==> src/rtl/alu_seq_divider_if.sv <==
// Start/busy/done handshake and operand/result bus of the sequential divider.
// The bench drives through the master modport; the divider uses the slave modport.
interface alu_seq_divider_if #(
   parameter int WIDTH = 32
);
   logic             start;
   logic [WIDTH-1:0] dividend;
   logic [WIDTH-1:0] divisor;
   logic             busy;
   logic             done;
   logic [WIDTH-1:0] quotient;
   logic [WIDTH-1:0] remainder;
   logic             div_by_zero;

   modport master (
      output start, dividend, divisor,
      input  busy, done, quotient, remainder, div_by_zero
   );

   modport slave (
      input  start, dividend, divisor,
      output busy, done, quotient, remainder, div_by_zero
   );
endinterface

==> src/rtl/alu_seq_divider.sv <==
// Restoring divider, one trial subtraction per clock over WIDTH iterations.
// Define DIV_SIGNED_EN for two's-complement operands (adds the FIX sign-correction state).
module alu_seq_divider #(
   parameter int WIDTH = 32
) (
   input  logic               clk,
   input  logic               rst,
   alu_seq_divider_if.slave   bus
);
   localparam int CW = $clog2(WIDTH);

   localparam logic [1:0] S_IDLE = 2'd0;
   localparam logic [1:0] S_RUN  = 2'd1;
`ifdef DIV_SIGNED_EN
   localparam logic [1:0] S_FIX  = 2'd2;
`endif
   localparam logic [1:0] S_DONE = 2'd3;

   logic [1:0]       r_state;
   logic [WIDTH:0]   r_rem;
   logic [WIDTH-1:0] r_dvd;
   logic [WIDTH-1:0] r_dvs;
   logic [CW-1:0]    r_cnt;
   logic [WIDTH-1:0] r_q;
   logic [WIDTH-1:0] r_r;
   logic             r_dbz;

   logic             w_accept;
   logic [WIDTH:0]   w_shift;
   logic [WIDTH:0]   w_trial;
   logic             w_borrow;
   logic [WIDTH:0]   w_rem_next;
   logic [WIDTH-1:0] w_q_next;
   logic             w_last;
   logic [WIDTH-1:0] w_dvd_in;
   logic [WIDTH-1:0] w_dvs_in;

   assign w_accept   = bus.start && (r_state == S_IDLE || r_state == S_DONE);
   // The dividend register doubles as the quotient: its MSB feeds the remainder, quotient bits enter at the LSB.
   assign w_shift    = (r_rem << 1) | {{WIDTH{1'b0}}, r_dvd[WIDTH-1]};
   assign w_trial    = w_shift - {1'b0, r_dvs};
   assign w_borrow   = w_trial[WIDTH];
   assign w_rem_next = w_borrow ? w_shift : w_trial;
   assign w_q_next   = {r_dvd[WIDTH-2:0], ~w_borrow};
   assign w_last     = (r_cnt == CW'(WIDTH - 1));

`ifdef DIV_SIGNED_EN
   logic r_neg_q;
   logic r_neg_r;

   assign w_dvd_in = bus.dividend[WIDTH-1] ? -bus.dividend : bus.dividend;
   assign w_dvs_in = bus.divisor[WIDTH-1]  ? -bus.divisor  : bus.divisor;

   always_ff @(posedge clk or posedge rst) begin
      if (rst) begin
         r_neg_q <= 1'b0;
         r_neg_r <= 1'b0;
      end else if (w_accept) begin
         r_neg_q <= bus.dividend[WIDTH-1] ^ bus.divisor[WIDTH-1];
         r_neg_r <= bus.dividend[WIDTH-1];
      end
   end
`else
   assign w_dvd_in = bus.dividend;
   assign w_dvs_in = bus.divisor;
`endif

   // NOTE: state registers use non-blocking assignments so every flop samples pre-edge values.
   always_ff @(posedge clk or posedge rst) begin
      if (rst) begin
         r_state <= S_IDLE;
         r_rem   <= '0;
         r_dvd   <= '0;
         r_dvs   <= '0;
         r_cnt   <= '0;
         r_q     <= '0;
         r_r     <= '0;
         r_dbz   <= 1'b0;
      end else begin
         case (r_state)
            S_IDLE, S_DONE: begin
               if (w_accept) begin
                  r_dvd <= w_dvd_in;
                  r_dvs <= w_dvs_in;
                  r_rem <= '0;
                  r_cnt <= '0;
                  if (bus.divisor == '0) begin
                     r_q     <= '1;
                     r_r     <= bus.dividend;
                     r_dbz   <= 1'b1;
                     r_state <= S_DONE;
                  end else begin
                     r_dbz   <= 1'b0;
                     r_state <= S_RUN;
                  end
               end else begin
                  r_state <= S_IDLE;
               end
            end
            S_RUN: begin
               r_rem <= w_rem_next;
               r_dvd <= w_q_next;
               r_cnt <= r_cnt + CW'(1);
               if (w_last) begin
`ifdef DIV_SIGNED_EN
                  r_state <= S_FIX;
`else
                  r_q     <= w_q_next;
                  r_r     <= w_rem_next[WIDTH-1:0];
                  r_state <= S_DONE;
`endif
               end
            end
`ifdef DIV_SIGNED_EN
            S_FIX: begin
               // Magnitudes are final here; apply signs while publishing so outputs change once.
               r_q     <= r_neg_q ? -r_dvd : r_dvd;
               r_r     <= r_neg_r ? -r_rem[WIDTH-1:0] : r_rem[WIDTH-1:0];
               r_state <= S_DONE;
            end
`endif
            default: r_state <= S_IDLE;
         endcase
      end
   end

`ifdef DIV_SIGNED_EN
   assign bus.busy = (r_state == S_RUN) || (r_state == S_FIX);
`else
   assign bus.busy = (r_state == S_RUN);
`endif
   assign bus.done        = (r_state == S_DONE);
   assign bus.quotient    = r_q;
   assign bus.remainder   = r_r;
   assign bus.div_by_zero = r_dbz;
endmodule

==> src/flat_wrapper.sv <==
// flat-port wrapper written by rule: the top's interface ports become plain ports
module alu_seq_divider_flat 
#(
   parameter int WIDTH = 32
)
  (clk, rst, bus_start, bus_dividend, bus_divisor, bus_busy, bus_done, bus_quotient, bus_remainder, bus_div_by_zero);
  alu_seq_divider_if #(.WIDTH(WIDTH)) bus_i ();
  input  logic clk;
  input  logic rst;
  input wire logic [$bits(bus_i.start)-1:0] bus_start;
  input wire logic [$bits(bus_i.dividend)-1:0] bus_dividend;
  input wire logic [$bits(bus_i.divisor)-1:0] bus_divisor;
  output wire logic [$bits(bus_i.busy)-1:0] bus_busy;
  output wire logic [$bits(bus_i.done)-1:0] bus_done;
  output wire logic [$bits(bus_i.quotient)-1:0] bus_quotient;
  output wire logic [$bits(bus_i.remainder)-1:0] bus_remainder;
  output wire logic [$bits(bus_i.div_by_zero)-1:0] bus_div_by_zero;
  assign bus_i.start = bus_start;
  assign bus_i.dividend = bus_dividend;
  assign bus_i.divisor = bus_divisor;
  assign bus_busy = bus_i.busy;
  assign bus_done = bus_i.done;
  assign bus_quotient = bus_i.quotient;
  assign bus_remainder = bus_i.remainder;
  assign bus_div_by_zero = bus_i.div_by_zero;
  alu_seq_divider #(.WIDTH(WIDTH)) u_core (.clk(clk), .rst(rst), .bus(bus_i));
endmodule
==> config.mk <==
export PLATFORM = sky130hd
export DESIGN_NAME = alu_seq_divider_flat
export DESIGN_NICKNAME = d
export VERILOG_FILES = /design/src/rtl/alu_seq_divider_if.sv /design/src/rtl/alu_seq_divider.sv /design/src/flat_wrapper.sv
export SDC_FILE = /design/constraint.sdc
export NUM_CORES = 1
export LEC_CHECK = 0
export BUFFER_PORTS_ARGS = -buffer_cell sky130_fd_sc_hd__buf_2
export CAP_MARGIN = 15
export CORE_MARGIN = 4
export CORE_UTILIZATION = 60
export DETAILED_ROUTE_END_ITERATION = 10
export PLACE_DENSITY = 0.81
export SYNTH_ARGS = -nofsm -noshare
export SYNTH_HDL_FRONTEND = slang
export SYNTH_SLANG_ARGS = --single-unit
==> constraint.sdc <==
create_clock -name clk -period 14.3 [get_ports clk]
set_input_delay 2.145 -clock clk [delete_from_list [all_inputs] [get_ports clk]]
set_output_delay 2.145 -clock clk [all_outputs]
set_load 0.01 [all_outputs]
==> results.yml, run 1 <==
status:
  status: "finished clean"
final_layout:
  drive_gt1_share_pct: 19.43
  nets: 1291
  area_delta_synth_final_pct: 13.52
  final_common_cell: "dfrtp_1"
  layout_common_cells: "dfrtp_1, buf_2, nand2_1"
  antennaDiodeCount: 0
critical_path:
  max_stage_delay_ns: 0.61
  slowest_stage: "nand2_1"
  r2r_end: "u_core.r_rem[23]"
  crit_path_max_fanout: 21
  critPathRequiredTime_ns: 14.62
  reg2regPathDepth: 12
  worstPathCellList: "buf_2, nor4_1, nand4_1, nor4_2, buf_4, nor2_1, a21oi_2, nand2_1, o31a_1"
  end_kind: "flip-flop"
  reg2reg_slack_ns: 10.32
  r2r_start: "u_core.r_dvd[31]"
  cp.arrival_ns: 5.20
  start_kind: "input pin"
  path_class: "in2reg"
detailed_routing:
  drtPass1Iterations: 6
  wl_um: 25820
  vias: 8634
  post-route-drc-count: 0
  antenna_left: 0
  routedWlPerCell_um: 18.25
  dr.first_iter.drc_count: 755
  avgViaCountPerCell: 6.102
floorplan:
  rows: 46
  die_height_um: 136.2
  start_util_pct: 61.60
  io_pins: 134
  die_w_um: 136.2
  die-area_sq_um: 18540
  core_area_sq_um: 16000
logic_synthesis:
  syn_area_sq_um: 9857
  synthMuxAreaShare_pct: 8.454
  synth_fa_ha_area_share_pct: 4.900
  synth_compound_area_share_pct: 21.81
  yosys_warnings: 0
  synth-seq-cells: 168
  synth_fp_nets: 1199
  synth-seq-area-share_pct: 42.65
  synth_top_family_by_area: "compound AO/OA/AOI/OAI gates"
  syn_area_per_cell_sq_um: 9.010
  synthXorXnorAreaFrac_pct: 2.044
  async_flop_share_pct: 100.0
  synthSimpleGateAreaFrac_pct: 15.28
  synth_flop_cell: "dfrtp_1"
  synth_edf_count: 0
  syn_inst: 1094
  synth.distinct_cells: 70
clocking:
  cts_made_buffers: 17
  cts_setup_buffers: 0
  clock_latency_ns: 0.43
  root_buffer: "clkbuf_16"
  cts_hold_buf: 0
  clockBufferDepth: 2
  htreeDepth: 4
  cts.sinks: 168
  cts.clk_slew.worst_paths_ns: 0.07
  ctsResizeCount: 0
  cts_tree: "done"
pwr:
  peakVddDrop_mv: 0.1661
  p_total_uw: 3150
  p_leak_uw: 0.005092
  powerDensity_nw_per_um2: 281.5
hold_path:
  min_from: "u_core.bus.quotient[26]"
  whs_path_depth: 2
  min-delay-path-class: "reg2reg"
  worstHoldEndpoint: "u_core.bus.quotient[26]"
global_routing:
  overflow: 0
  antenna_found_initial: 0
  grt_pass1_vias: 7990
  track_usage_pct: 28.37
  grt_pass1_wl_um: 41890
  grt_max_degree: 95
placed_design:
  gp_congestion: 0.9568
  dp_hpwl_um: 18460
  preCtsSetupSlack_ns: 8.924
  portBuffers: 133
timing:
  relSlewSlack_pct: 26.96
  rsz0062_at_grt: "false"
  worstMarginPinSlew_ns: 1.096
  setup-tns-final_ns: 0
  min_period_ns: 4.876
  slew_viol_final: 0
  hold_violations: 0
  finalCritPeriodShare_pct: 34.10
  hold_ws_ns: 0.4718
  setup_viol: 0
  max_freq_mhz: 205.1
  setup_ws_ns: 9.424
  fin_skew_ns: 0.009223
job:
  drv_cap: 0
-- registers in the layout (all words and copies together), names as in the netlist --
register and cells:
u_core.bus.div_by_zero 1, u_core.bus.quotient 32, u_core.bus.remainder 32, u_core.r_cnt 5, u_core.r_dvd 32, u_core.r_dvs 32
u_core.r_rem 32, u_core.r_state 2
-- cell families (layout without fill, tap and decap cells) --
logic type      after synthesis  count (layout)
compound gates              342             342
xor+xnor                     23              23
fa+ha+maj                    38              38
buf+inv                     114             219
flops                       168             168
mux                          79              79
simple gates                330             330
-- stage by stage --
step	cell area (sq um)	util, %	instances
after global placement	10580	66.13	1382
final	11190	69.93	1415
after global routing	11190	69.93	1415
after floorplan	9857	-	1094
after CTS	11180	69.89	1414
after detailed placement	10580	66.13	1382
-- synth_stat cells, drive strengths merged, types with 9 or more instances --
| master | number | area, sq um |
|---|---|---|
| dfrtp | 168 | 4204 |
| nand2 | 126 | 473.0 |
| o21ai | 106 | 530.5 |
| a21oi | 95 | 486.7 |
| nor2 | 95 | 356.6 |
| clkbuf | 51 | 192.7 |
| inv | 45 | 168.9 |
| mux2i | 45 | 450.4 |
| ha | 37 | 462.9 |
| mux2 | 34 | 382.9 |
| a31oi | 28 | 175.2 |
| nand3 | 25 | 137.6 |
| a221oi | 18 | 170.2 |
| buf | 18 | 117.6 |
| o211ai | 18 | 140.1 |
| or3 | 16 | 100.1 |
| xnor2 | 13 | 113.9 |
| o21a | 12 | 90.09 |
| a211oi | 11 | 82.58 |
| nand4 | 11 | 68.82 |
| nor3 | 11 | 55.05 |
| nor4 | 11 | 75.07 |
| a22oi | 10 | 75.07 |
| xor2 | 10 | 87.58 |
| a21o | 9 | 68.82 |
-- area by class of cell --
cell class,count,area [sq um]
multi-input cells,812,5207
flip-flops and latches,168,4204
clock inverters,14,161.4
repair buffers,142,733.2
well taps,216,270.3
fillers,1278,4811
clock buffers,18,439.2
inverters,45,173.9
-- per-layer routing --
| metal | global-route usage, % | share of wire, % |
|---|---|---|
| met5 | 0 | 0 |
| met4 | 6.999 | 1.1 |
| met3 | 4.145 | 8.1 |
| met2 | 43.51 | 45 |
| met1 | 42.65 | 46 |
-- how the worst max path moves through the flow --
| stage | slack, ns | cells after the start | start | end |
|---|---|---|---|---|
| 5_1_grt | 9.10 | 9 | bus_divisor[1] | u_core.bus.remainder[25] |
| 4_1_cts | 9.37 | 9 | bus_divisor[1] | u_core.bus.remainder[25] |
| 6_report | 9.42 | 9 | bus_divisor[1] | u_core.bus.remainder[25] |
| 3_5_place_dp | 8.92 | 9 | bus_divisor[1] | u_core.bus.remainder[25] |
| 3_3_place_gp | 8.97 | 9 | bus_divisor[1] | u_core.bus.remainder[25] |
| 2_1_floorplan | 7.61 | 1 | rst | u_core.bus.div_by_zero |
-- worst max-delay path: cells and delay by family --
kind	cells	cell delay, ns
AOI/OAI and AO/OA	2	0.97
and+or+nand+nor	5	1.63
buffers and inverters	2	0.42
-- power by group --
group | switching (uW) | internal [uW] | total [uW]
Clock | 210 | 253 | 463
Sequential | 178 | 693 | 870
Combinational | 1120 | 699 | 1820
Note: power is estimated with default switching activity, not from simulation.
==> run 2, diff against run 1 <==
--- a/config.mk
+++ b/config.mk
@@ -8,9 +8,9 @@
 export BUFFER_PORTS_ARGS = -buffer_cell sky130_fd_sc_hd__buf_2
 export CAP_MARGIN = 15
 export CORE_MARGIN = 4
-export CORE_UTILIZATION = 60
+export CORE_UTILIZATION = 59
 export DETAILED_ROUTE_END_ITERATION = 10
-export PLACE_DENSITY = 0.81
+export PLACE_DENSITY = 0.79
 export SYNTH_ARGS = -nofsm -noshare
 export SYNTH_HDL_FRONTEND = slang
 export SYNTH_SLANG_ARGS = --single-unit
==> constraint.sdc (replaced) <==
create_clock -name clk -period 4.7 [get_ports clk]
set_input_delay 0.705 -clock clk [delete_from_list [all_inputs] [get_ports clk]]
set_output_delay 0.705 -clock clk [all_outputs]
set_load 0.01 [all_outputs]
==> results.yml, run 2 (synthesized netlist as in run 1, its figures left out) <==
detailed_routing:
  antenna_left: 0
  wl_um: 25370
  vias: 8585
  avgViaCountPerCell: 6.050
  dr.first_iter.drc_count: 713
  drtPass1Iterations: 7
  post-route-drc-count: 0
  routedWlPerCell_um: 17.88
critical_path:
  r2r_start: "u_core.r_dvs[0]"
  cp-endpoint: "u_core.r_rem[4]"
  reg2reg_slack_ns: 1.08
  worstPathCellList: "ha_1, inv_1, fa_1, a211o_1, a211o_4, nand3_4, a21oi_2, a32oi_2, nand2_1, a221oi_1, o21ai_0"
  crit_path_max_fanout: 12
  end_kind: "flip-flop"
  crit_start: "u_core.r_dvs[0]"
  max_stage_delay_ns: 0.62
  start_kind: "flip-flop"
  critPathTopFamily: "compound AO/OA/AOI/OAI gates"
  cp.arrival_ns: 3.90
  critPathRequiredTime_ns: 4.98
  cp_num_buf_inv: 1
  cp.depth: 11
  slowest_stage: "a221oi_1"
  reg2regPathDepth: 11
  path_class: "reg2reg"
  r2r_end: "u_core.r_rem[4]"
timing:
  fin_skew_ns: 0.01169
  hold_violations: 0
  rsz0062_at_grt: "false"
  setup_viol: 0
  relSlewSlack_pct: 29.15
  worstMarginPinSlew_ns: 1.059
  setup-tns-final_ns: 0
  slew_viol_final: 0
  min_period_ns: 3.615
  finalCritPeriodShare_pct: 76.92
  max_freq_mhz: 276.6
pwr:
  p_total_uw: 9600
  p_leak_uw: 0.005113
  powerDensity_nw_per_um2: 854.8
  peakVddDrop_mv: 0.4194
clocking:
  cts.clk_slew.worst_paths_ns: 0.07
  clock_latency_ns: 0.44
  clockBufferDepth: 2
  cts_setup_buffers: 0
  cts_tree: "done"
  cts.sinks: 168
  cts_hold_buf: 0
  cts_made_buffers: 17
  ctsResizeCount: 0
  root_buffer: "clkbuf_16"
  htreeDepth: 4
floorplan:
  die-area_sq_um: 18840
  die_w_um: 137.3
  die_height_um: 137.3
  core_area_sq_um: 16120
  start_util_pct: 61.16
  io_pins: 134
  rows: 46
global_routing:
  grt_pass1_wl_um: 40830
  antenna_found_initial: 0
  grt_pass1_vias: 7997
  grt_max_degree: 108
  track_usage_pct: 27.42
  overflow: 0
final_layout:
  nets: 1295
  fill_cells: 1306
  antennaDiodeCount: 0
  area_delta_synth_final_pct: 13.94
  final_common_cell: "dfrtp_1"
  layout_common_cells: "dfrtp_1, buf_2, nand2_1"
  drive_gt1_share_pct: 19.78
status:
  status: "finished clean"
hold_path:
  min-delay-path-class: "in2async"
job:
  drv_cap: 0
placed_design:
  dp_hpwl_um: 18550
  portBuffers: 133
  gp_congestion: 0.9322
-- run 2: metrics by stage --
step                area, sq um  hold WS (ns)  setup WS (ns)  utilization [%]  cells
global placement          10620        0.4566          1.202            65.92   1386
detailed placement        10620        0.4653          1.149            65.92   1386
CTS                       11220        0.3595          1.148            69.62   1418
finish                    11230        0.3488          1.085            69.69   1419
global route              11230        0.3992         0.9127            69.69   1419
floorplan                  9861        0.4746          1.717                -   1094
-- run 2: layout make-up --
class / count / area, sq um / share of cell area, %
Multi-Input combinational cell: 812 / 5207 / 46.37
Sequential cell: 168 / 4204 / 37.43
Timing Repair Buffer: 146 / 779.5 / 6.941
Clock buffer: 18 / 439.2 / 3.910
Tap cell: 216 / 270.3 / 2.406
Inverter: 45 / 172.7 / 1.537
Clock inverter: 14 / 157.7 / 1.404
-- run 2: power by group --
part / internal (uW) / switching [uW]
Sequential: 2110 / 532
Combinational: 2150 / 3390
Clock: 768 / 649
Total: 5030 / 4570
-- run 2: per-layer routing --
| layer | up-vias | GRT usage [%] | part of all wire (%) |
|---|---|---|---|
| met5 | - | 0 | 0 |
| met4 | 0 | 6.818 | 1.5 |
| met3 | 34 | 5.625 | 8.5 |
| met2 | 340 | 41.50 | 44 |
| met1 | 4067 | 40.67 | 46 |
| li1 | 4144 | - | - |
-- run 2: worst min-delay path by stage --
stage                                  from                       to  slack [ns]  depth (start not counted)
floorplan                   u_core.r_rem[1]          u_core.r_rem[1]        0.47                          2
global placement    u_core.bus.quotient[21]  u_core.bus.quotient[21]        0.46                          2
detailed placement  u_core.bus.quotient[11]  u_core.bus.quotient[11]        0.47                          2
CTS                                     rst         u_core.r_dvd[24]        0.36                          2
global route                            rst         u_core.r_dvd[24]        0.40                          2
finish                                  rst         u_core.r_dvd[23]        0.35                          2
